<file path="config.mk">
export PLATFORM = sky130hd
export DESIGN_NAME = sound_fx
export DESIGN_NICKNAME = d
export VERILOG_FILES = /design/src/rtl/sfx_pkg.sv /design/src/rtl/tone_gen.sv /design/src/rtl/sound_fx.sv
export SDC_FILE = /design/constraint.sdc
export NUM_CORES = 1
export LEC_CHECK = 0
export CAP_MARGIN = 25
export CORE_UTILIZATION = 60
export CTS_BUF_LIST = sky130_fd_sc_hd__clkbuf_8 sky130_fd_sc_hd__clkbuf_16
export CTS_CLUSTER_SIZE = 8
export DETAILED_ROUTE_END_ITERATION = 7
export PLACE_DENSITY_LB_ADDON = 0.3
export SETUP_SLACK_MARGIN = 0.02
export SLEW_MARGIN = 0
export SYNTH_ARGS = -nofsm -noshare
export SYNTH_HDL_FRONTEND = slang
export SYNTH_HIERARCHICAL = 1
export SYNTH_SLANG_ARGS = --single-unit
export TNS_END_PERCENT = 5
</file>
<file path="constraint.sdc">
create_clock -name clk -period 5.65 [get_ports clk]
set_input_delay 1.13 -clock clk [delete_from_list [all_inputs] [get_ports clk]]
set_output_delay 1.13 -clock clk [all_outputs]
set_load 0.02 [all_outputs]
</file>
<file path="src/rtl/sfx_pkg.sv">
// Shared types and tables for the sound effect block: effect IDs, note
// half-periods and the per-effect step sequence ROM.
package sfx_pkg;

  localparam int NOTE_W = 3;
  localparam int DUR_W  = 5;
  localparam int STEP_W = 2;
  localparam int DIV_W  = 16;

  // Enum order doubles as priority: a larger value wins.
  typedef enum logic [2:0] {
    NONE    = 3'd0,
    TICK    = 3'd1,
    EAT     = 3'd2,
    SUCCESS = 3'd3,
    FAILURE = 3'd4
  } fx_e;

  typedef struct packed {
    logic [NOTE_W-1:0] note;
    logic [DUR_W-1:0]  dur;
  } step_t;

  function automatic logic [DIV_W-1:0] note_half(input logic [NOTE_W-1:0] n);
    logic [DIV_W-1:0] hp;
    case (n)
      3'd1:    hp = 16'd48000;
      3'd2:    hp = 16'd38000;
      3'd3:    hp = 16'd32000;
      3'd4:    hp = 16'd24000;
      3'd5:    hp = 16'd19000;
      3'd6:    hp = 16'd16000;
      3'd7:    hp = 16'd12000;
      default: hp = '0;
    endcase
    return hp;
  endfunction

  function automatic step_t seq_rom(input fx_e fx, input logic [STEP_W-1:0] s);
    step_t r;
    r = '0;
    case (fx)
      TICK: r = {3'd7, 5'd1};
      EAT:
        case (s)
          2'd0:    r = {3'd5, 5'd3};
          default: r = {3'd7, 5'd3};
        endcase
      SUCCESS:
        case (s)
          2'd0:    r = {3'd3, 5'd6};
          2'd1:    r = {3'd4, 5'd6};
          2'd2:    r = {3'd5, 5'd6};
          default: r = {3'd7, 5'd12};
        endcase
      FAILURE:
        case (s)
          2'd0:    r = {3'd4, 5'd8};
          2'd1:    r = {3'd3, 5'd8};
          2'd2:    r = {3'd2, 5'd8};
          default: r = {3'd1, 5'd16};
        endcase
      default: r = '0;
    endcase
    return r;
  endfunction

  function automatic logic [STEP_W-1:0] last_step(input fx_e fx);
    logic [STEP_W-1:0] l;
    case (fx)
      EAT:              l = 2'd1;
      SUCCESS, FAILURE: l = 2'd3;
      default:          l = 2'd0;
    endcase
    return l;
  endfunction

endpackage

</file>
<file path="src/rtl/tone_gen.sv">
// Square-wave generator: counts clk cycles and toggles the output every
// half_period cycles. A zero half-period is a rest and holds the wave low.
module tone_gen
  import sfx_pkg::*;
(
  input  logic             clk,
  input  logic             rst_n,
  input  logic             clear,
  input  logic [DIV_W-1:0] half_period,
  output logic             wave
);

  logic [DIV_W-1:0] div_q, div_d;
  logic             wave_q, wave_d;

  always_comb begin
    div_d  = div_q + 1'b1;
    wave_d = wave_q;
    if (clear || half_period == '0) begin
      div_d  = '0;
      wave_d = 1'b0;
    end else if (div_q == half_period - 1'b1) begin
      div_d  = '0;
      wave_d = ~wave_q;
    end
  end

  always_ff @(posedge clk) begin
    if (!rst_n) begin
      div_q  <= '0;
      wave_q <= 1'b0;
    end else begin
      div_q  <= div_d;
      wave_q <= wave_d;
    end
  end

  assign wave = wave_q;

endmodule

</file>
<file path="src/rtl/sound_fx.sv">
// Game sound effect sequencer, driven by the game top's tick/eat/success/
// failure flags and VGA vsync; plays prioritized note sequences timed in frames.
module sound_fx
  import sfx_pkg::*;
(
  input  logic clk,
  input  logic rst_n,
  input  logic i_vsync,
  input  logic i_tick,
  input  logic i_eat,
  input  logic i_success,
  input  logic i_failure,
  input  logic i_mute,
  output logic o_audio,
  output logic o_busy
);

  typedef enum logic {IDLE, PLAY} state_e;

  state_e            state_q;
  fx_e               fx_q, req;
  logic [STEP_W-1:0] step_q;
  logic [DUR_W-1:0]  fcnt_q;
  logic              vsync_q, tick_q, eat_q, succ_q, fail_q;
  logic              vs_rise, accept, step_done, tg_clear, wave;
  step_t             cur;

  always_comb begin
    vs_rise = i_vsync & ~vsync_q;
    req     = NONE;
    if      (i_failure & ~fail_q) req = FAILURE;
    else if (i_success & ~succ_q) req = SUCCESS;
    else if (i_eat & ~eat_q)      req = EAT;
    else if (i_tick & ~tick_q)    req = TICK;
    // Equal priority restarts; lower priority is dropped outright.
    accept    = (req != NONE) && (state_q == IDLE || req >= fx_q);
    cur       = seq_rom(fx_q, step_q);
    step_done = (state_q == PLAY) && !accept && vs_rise && (fcnt_q + 1'b1 == cur.dur);
    tg_clear  = (state_q != PLAY) || accept || step_done;
  end

  always_ff @(posedge clk) begin
    if (!rst_n) begin
      state_q <= IDLE;
      fx_q    <= NONE;
      step_q  <= '0;
      fcnt_q  <= '0;
      vsync_q <= 1'b0;
      tick_q  <= 1'b0;
      eat_q   <= 1'b0;
      succ_q  <= 1'b0;
      fail_q  <= 1'b0;
    end else begin
      vsync_q <= i_vsync;
      tick_q  <= i_tick;
      eat_q   <= i_eat;
      succ_q  <= i_success;
      fail_q  <= i_failure;
      if (accept) begin
        state_q <= PLAY;
        fx_q    <= req;
        step_q  <= '0;
        fcnt_q  <= '0;
      end else if (state_q == PLAY && vs_rise) begin
        if (step_done) begin
          fcnt_q <= '0;
          if (step_q == last_step(fx_q)) begin
            state_q <= IDLE;
            fx_q    <= NONE;
            step_q  <= '0;
          end else begin
            step_q <= step_q + 1'b1;
          end
        end else begin
          fcnt_q <= fcnt_q + 1'b1;
        end
      end
    end
  end

  tone_gen u_tone (
    .clk        (clk),
    .rst_n      (rst_n),
    .clear      (tg_clear),
    .half_period(note_half(cur.note)),
    .wave       (wave)
  );

  assign o_busy  = (state_q == PLAY);
  assign o_audio = wave & ~i_mute;

endmodule

</file>
==> Word-level counts from Yosys, hierarchy flattened <==
Cells that the tools add are included.
{ "word_totals": {"regBits": 33, "elab_cells": 93, "output_inout_bits": 2, "inputBits": 8} }
{ "classes": {"n_lt_le_gt_ge": 1, "eq_ne": 16, "add_sub_neg": 4, "mux": 24, "n_reduce_logical": 22, "n_bitwise": 15} }
{ "op_table": {"columns": ["op", "n"], "rows": [
  ["case mux 16 bit (7 select lines)", 1],
  ["case mux 8 bit (3 select lines)", 2],
  ["case mux 8 bit (4 select lines)", 1],
  ["2-to-1 mux 3 bit", 6],
  ["adder 16 x 1 -> 16 bit, second input constant", 1],
  ["equality test 16 bit", 1],
  ["logical NOT 16 bit", 1],
  ["subtractor 16 x 1 -> 16 bit, second input constant", 1],
  ["equality test 3 bit, second input constant", 5],
  ["equality test 3 x 2 -> 1 bit, second input constant", 4],
  ["2-to-1 mux 2 bit", 6],
  ["inverter 1 bit", 9],
  ["2-to-1 mux 7 bit", 1],
  ["AND 1 bit", 6],
  ["equality test 3 x 1 -> 1 bit, second input constant", 2],
  ["nonzero test 2 bit", 3],
  ["OR reduction 2 bit", 3],
  ["adder 5 x 1 -> 5 bit, second input constant", 1],
  ["equality test 5 bit", 1],
  ["logical AND 1 bit", 5],
  ["2-to-1 mux 1 bit", 5],
  ["2-to-1 mux 5 bit", 1],
  ["logical OR 1 bit", 4],
  ["case mux 2 bit (2 select lines)", 1],
  ["11 further kinds", 11]
]} }

==> Depth between registers and ports, before layout <==
{ "logic_depth": {"word_depth": 22, "mapped_depth": 15, "depth_no_buf": 13} }

==> Cells and area by module <==
Netlist, hierarchy kept.
{ "by_module_without_submodules": {"columns": ["mod", "n_inst", "cells_per_inst", "area_each_um2", "seq_area_each_um2"], "rows": [
  ["tone_gen", 1, 169, 1377.6, 340.3],
  ["sound_fx", 1, 160, 1287.5, 320.3]
]} }

==> Worst setup path after synthesis <==
OpenSTA, ideal clock, no wires.
{ "synth_timing": {"path_kind": "reg2reg", "start": "register step_q[1]", "end": "register u_tone.wave_q (netlist: u_tone/wave)", "path_stages_with_launch": 15, "period_less_slack_ns": 4.159, "path_buffers": 1, "required_time_ns": 5.529, "slack_ns": 1.491, "setup_time_ns": 0.121, "t_arrival_ns": 4.037, "path_cell_list": "dfxtp_1 inv_1 ha_1 nand3b_1 o21ai_0 a22oi_1 or3_1 a21bo_2 buf_6 nor4_4 nand4_1 or4b_1 a2111o_1 a2111oi_4 mux2_4"} }
{ "synth_via": {"elab_chain_cells": 8, "word_cells_on_any_way": 23, "cone_classes": "add/sub: 1; eq/ne: 11; mux: 5; reduce/logical: 6"} }
{ "synth_lines": {"columns": ["element", "line_no", "rtl"], "rows": [
  ["from (decl)", "sound_fx.sv:22", "logic [STEP_W-1:0] step_q;"],
  ["from (signal assigned)", "sound_fx.sv:72", "step_q <= step_q + 1'b1;"],
  ["equality test 2 bit (tied with other cells)", "sfx_pkg.sv:50, sfx_pkg.sv:57", null],
  ["case mux 8 bit (3 select lines) (tied with other cells)", "sfx_pkg.sv:57", "case (s)"],
  ["case mux 8 bit (4 select lines) (*)", "sfx_pkg.sv:42", "case (fx)"],
  ["parallel branches: the longest is 5 deep, another holds subtractor 16 x 1 -> 16 bit", null, null],
  ["to (signal assigned)", "tone_gen.sv:34", "wave_q <= wave_d;"],
  ["to (decl)", "tone_gen.sv:14", "logic wave_q, wave_d;"]
]} }
Mark *: on every way between the ends.
A chain may end at the register's enable or synchronous reset.

==> Final worst setup path <==
{ "layout_timing": {"start": "register step_q[1]", "end": "register u_tone.div_q[9]"} }
{ "layout_via": {"elab_chain_cells": 8, "word_cells_on_any_way": 23, "cone_classes": "add/sub: 1; eq/ne: 11; mux: 5; reduce/logical: 6"} }
{ "layout_lines": {"columns": ["element", "line_no", "rtl"], "rows": [
  ["equality test 2 bit (tied with other cells)", "sfx_pkg.sv:50, sfx_pkg.sv:57", null],
  ["case mux 8 bit (3 select lines) (tied with other cells)", "sfx_pkg.sv:57", null],
  ["case mux 8 bit (4 select lines) (*)", "sfx_pkg.sv:42", null],
  ["equality test 3 bit (tied with other cells)", "sfx_pkg.sv:26", "case (n)"],
  ["case mux 16 bit (7 select lines) or logical AND 1 bit (tied branches)", "sfx_pkg.sv:26, sound_fx.sv:38", null],
  ["subtractor 16 x 1 -> 16 bit (tied with other cells)", "tone_gen.sv:22", "end else if (div_q == half_period - 1'b1) begin"],
  ["equality test 16 bit or logical OR 1 bit (tied branches)", "tone_gen.sv:22, tone_gen.sv:19", null],
  ["OR reduction 3 bit (no source line) (*)", null, null],
  ["to (signal assigned)", "tone_gen.sv:33", "div_q <= div_d;"],
  ["to (decl)", "tone_gen.sv:13", "logic [DIV_W-1:0] div_q, div_d;"]
]} }
Mark *: on every way between the ends. The rest lies on a longest branch, timed or not.

==> run_results.csv <==
group,metric,value,unit
grt,grt_pass1_wl,9425,µm
timing,grt_setup_unrepaired,"no",
power,power_frac_clock,0.279,
timing,setup_slack,914.4,ps
place,place_area,2806,µm²
place,gp_congestion,0.8319,
logic_synthesis,synth_area,2665,µm²
drt,drtAntennaViolNets,0,
power,netSwitchingPower,0.3070,mW
logic_synthesis,synthMuxAreaShare,0.02488,
cells_and_area,regArea,660.6,µm²
drt,wl_per_cell,14.49,µm
clocking,cts_tree,"done",
cells_and_area,syn_to_final_growth,9.953,%
critical_path,crit_required,5780,ps
floorplan,die_y,68.65,µm
grt,groute.usage.overall,0.2708,
timing,relSlewSlack,0.3433,
power,max-vdd-ir-drop,0.0002562,V
timing,fmax,211.2,MHz
critical_path,worst_path_max_delay_cell,"a2111oi_4",
drt,firstDrtPassIters,4,
power,power_leakage,1.076,nW
logic_synthesis,synth_xor_area_frac,0.1347,
grt,grt_start_max_net_pins,16,
critical_path,path_cells,"inv_1, ha_1, nand3b_1, o21ai_0, a22oi_1, nand2_1, xnor2_1, nor4_4, nand4_1, or4b_1, a2111o_1, a2111oi_4, buf_4, nor3_1",
logic_synthesis,ys_ff_latch,33,
drt,drc,0,
clocking,cts_hold_buf,0,
outcome,status,"finished clean",
grt,grt_pass1_vias,1998,
power,combPwrFrac,0.416,
timing,worstMarginPinSlew,980.5,ps
logic_synthesis,synth_adder_area_share,0.04695,
clocking,ctsResizeCount,0,
critical_path,worstPathMaxFanout,10,
floorplan,die_w,68.65,µm
drt,wl,5752,µm
floorplan,core.rowCount,23,
critical_path,path_buf_inv,2,
logic_synthesis,synth_top_family_by_area,"simple AND/OR/NAND/NOR gates",
place,dp_hpwl,4150,µm
grt,grt_overflow,0,
timing,hold_viol,0,
cells_and_area,fillers,333,
clocking,cts_buffer_depth,2,
critical_path,worstSetupEndpointType,"register",
critical_path,slowest_delay,540,ps
critical_path,arrival,4870,ps
place,io_buffers,9,
logic_synthesis,synth_edf_count,0,
logic_synthesis,yosysUniqueCellTypes,65,
timing,period_share,0.8382,
clocking,postCtsSetupBuffers,0,
cells_and_area,drive_gt1_frac,0.07205,
drt,via_count,2371,
logic_synthesis,synth.yosys.warnings,6,
clocking,root_buffer,"clkbuf_8",
cells_and_area,multiInputGateArea,1922,µm²
power,power.total,0.8214,mW
timing,clock_skew,11.23,ps
floorplan,dieArea,4712,µm²
drt,viasPerCell,5.972,
clocking,clk_latency,290,ps
run,cap_violations,0,
power,pwr_density_cell,280.3,nW/µm²
floorplan,initial_utilization,0.6431,
power,switching_share,0.3737,
timing,setup_violations,0,
cells_and_area,final_area,2930,µm²
critical_path,crit_family,"compound AO/OA/AOI/OAI gates",
logic_synthesis,yosysSeqAreaShare,0.2479,
logic_synthesis,synth_flop_cell,"dfxtp_1",
floorplan,coreArea,4144,µm²
logic_synthesis,synth_async_sr_flop_share,0,
logic_synthesis,synth_compound_area_frac,0.1709,
floorplan,io_pins,10,
cells_and_area,antenna_cells,0,
critical_path,startpoint_type,"register",
timing,fin_setup_tns,0,ps
timing,slew_viol_final,0,
logic_synthesis,yosys.area_share.simple,0.3197,
clocking,cts_made_buffers,5,
clocking,clk_pin_slew_worst_paths,80,ps
critical_path,path_class,"reg -> reg",
clocking,clkSinkCount,33,
cells_and_area,nets,364,
logic_synthesis,synth_cells,329,
grt,antenna_found_initial,0,
power,power.internal,0.5144,mW
clocking,htree_num_levels,2,
timing,fin_crit,4736,ps
timing,timing.hold.ws,497.1,ps
hold_path,holdCritPathClass,"reg -> reg",
drt,initialDrtViolationCount,139,
power,seq_power_share,0.305,
logic_synthesis,syn_area_per_cell,8.100,µm²
place,pre_cts_ws,543.8,ps
-- cells in the final DEF (no fill, tap or decap), types with 8 or more instances in the layout --
master,Yosys,layout
clkdlybuf4s50_1,0,9
conb_1,1,15
dfxtp_1,33,33
ha_1,10,10
inv_1,14,15
nand2_1,20,20
nand2b_1,8,8
nand3_1,18,18
nand4_1,10,10
nor2_1,20,20
nor2b_1,9,9
nor3_1,21,21
o21ai_0,10,10
xnor2_1,19,19
xor2_1,22,22
-- power groups by stage --
stage          clock [mW]  combinational, mW  sequential (mW)
3_3_place_gp            0              0.324            0.255
6_report            0.229              0.342            0.250
4_1_cts             0.237              0.333            0.250
5_1_grt             0.245              0.383            0.251
3_5_place_dp            0              0.329            0.255
2_1_floorplan           0              0.288            0.249
-- registers in the layout, summed over array words and instances, names as in the netlist, 2 cells and up --
signal,cells
step_q,2
fx_q,3
u_tone/div_q,16
fcnt_q,5
-- tightest hold or removal path: stages (launching register included) --
cell,delay [ps]
dfxtp_1,330
nand3_1,60
o21ai_0,60
-- worst paths after layout --
check	startpoint	end	slack, ps	cells after the start
setup reg to reg	step_q[1]$_SDFFE_PP0P_	u_tone/div_q[9]$_SDFF_PP0_	910	14
setup / recovery	step_q[1]$_SDFFE_PP0P_	u_tone/div_q[9]$_SDFF_PP0_	910	14
hold / removal	fcnt_q[1]$_SDFFE_PP0P_	fcnt_q[1]$_SDFFE_PP0P_	500	2
hold reg to reg	fcnt_q[1]$_SDFFE_PP0P_	fcnt_q[1]$_SDFFE_PP0P_	500	2
-- routing by layer --
layer  vias to the layer above  wire [µm]  global-route usage
met5                         -          0                   0
met4                         0         58             0.08854
met3                         5        257             0.04441
met2                        54       2629              0.4216
met1                      1104       2807              0.3770
li1                       1208          -                   -
-- logic make-up (layout without fill, tap and decap cells) --
kind of cell             after synthesis  after routing
multiplexers                           6              6
AND/OR/NAND/NOR                      146            146
flip-flops                            33             33
XOR/XNOR                              41             41
other                                  1             15
AO/OA/AOI/OAI                         61             61
adder cells (fa/ha/maj)               10             10
buffers and inverters                 31             35
-- through the flow --
| step | utilization | instances |
|---|---|---|
| after global routing | 0.7071 | 397 |
| after detailed placement | 0.6772 | 388 |
| after floorplan | - | 343 |
| after CTS | 0.7053 | 396 |
| final | 0.7071 | 397 |
| after global placement | 0.6772 | 388 |
-- Yosys cell counts (3+ instances only) --
master / n / area [µm²]
a21oi_1: 7 / 35.03
a31oi_1: 7 / 43.79
and2_1: 7 / 43.79
and3_1: 7 / 43.79
and3b_1: 3 / 26.28
buf_2: 6 / 30.03
clkbuf_1: 7 / 26.28
dfxtp_1: 33 / 660.6
ha_1: 10 / 125.1
inv_1: 14 / 52.55
mux2i_1: 4 / 40.04
nand2_1: 20 / 75.07
nand2b_1: 8 / 50.05
nand3_1: 18 / 90.09
nand3b_1: 3 / 22.52
nand4_1: 10 / 62.56
nor2_1: 20 / 75.07
nor2b_1: 9 / 56.30
nor3_1: 21 / 105.1
nor3b_1: 3 / 22.52
o211ai_1: 4 / 30.03
o21ai_0: 10 / 50.05
o21bai_1: 3 / 22.52
o31ai_1: 4 / 30.03
or3_1: 3 / 18.77
xnor2_1: 19 / 166.4
xor2_1: 22 / 192.7
-- area by class of cell --
type,instances,share of cell area
multi-input combinational,279,0.6558
sequential,33,0.2254
timing repair buffer,12,0.03843
clock buffer,6,0.02818
tap,50,0.02135
inverter,15,0.01921
clock inverter,2,0.01153
(Power assumes the default switching activity.)
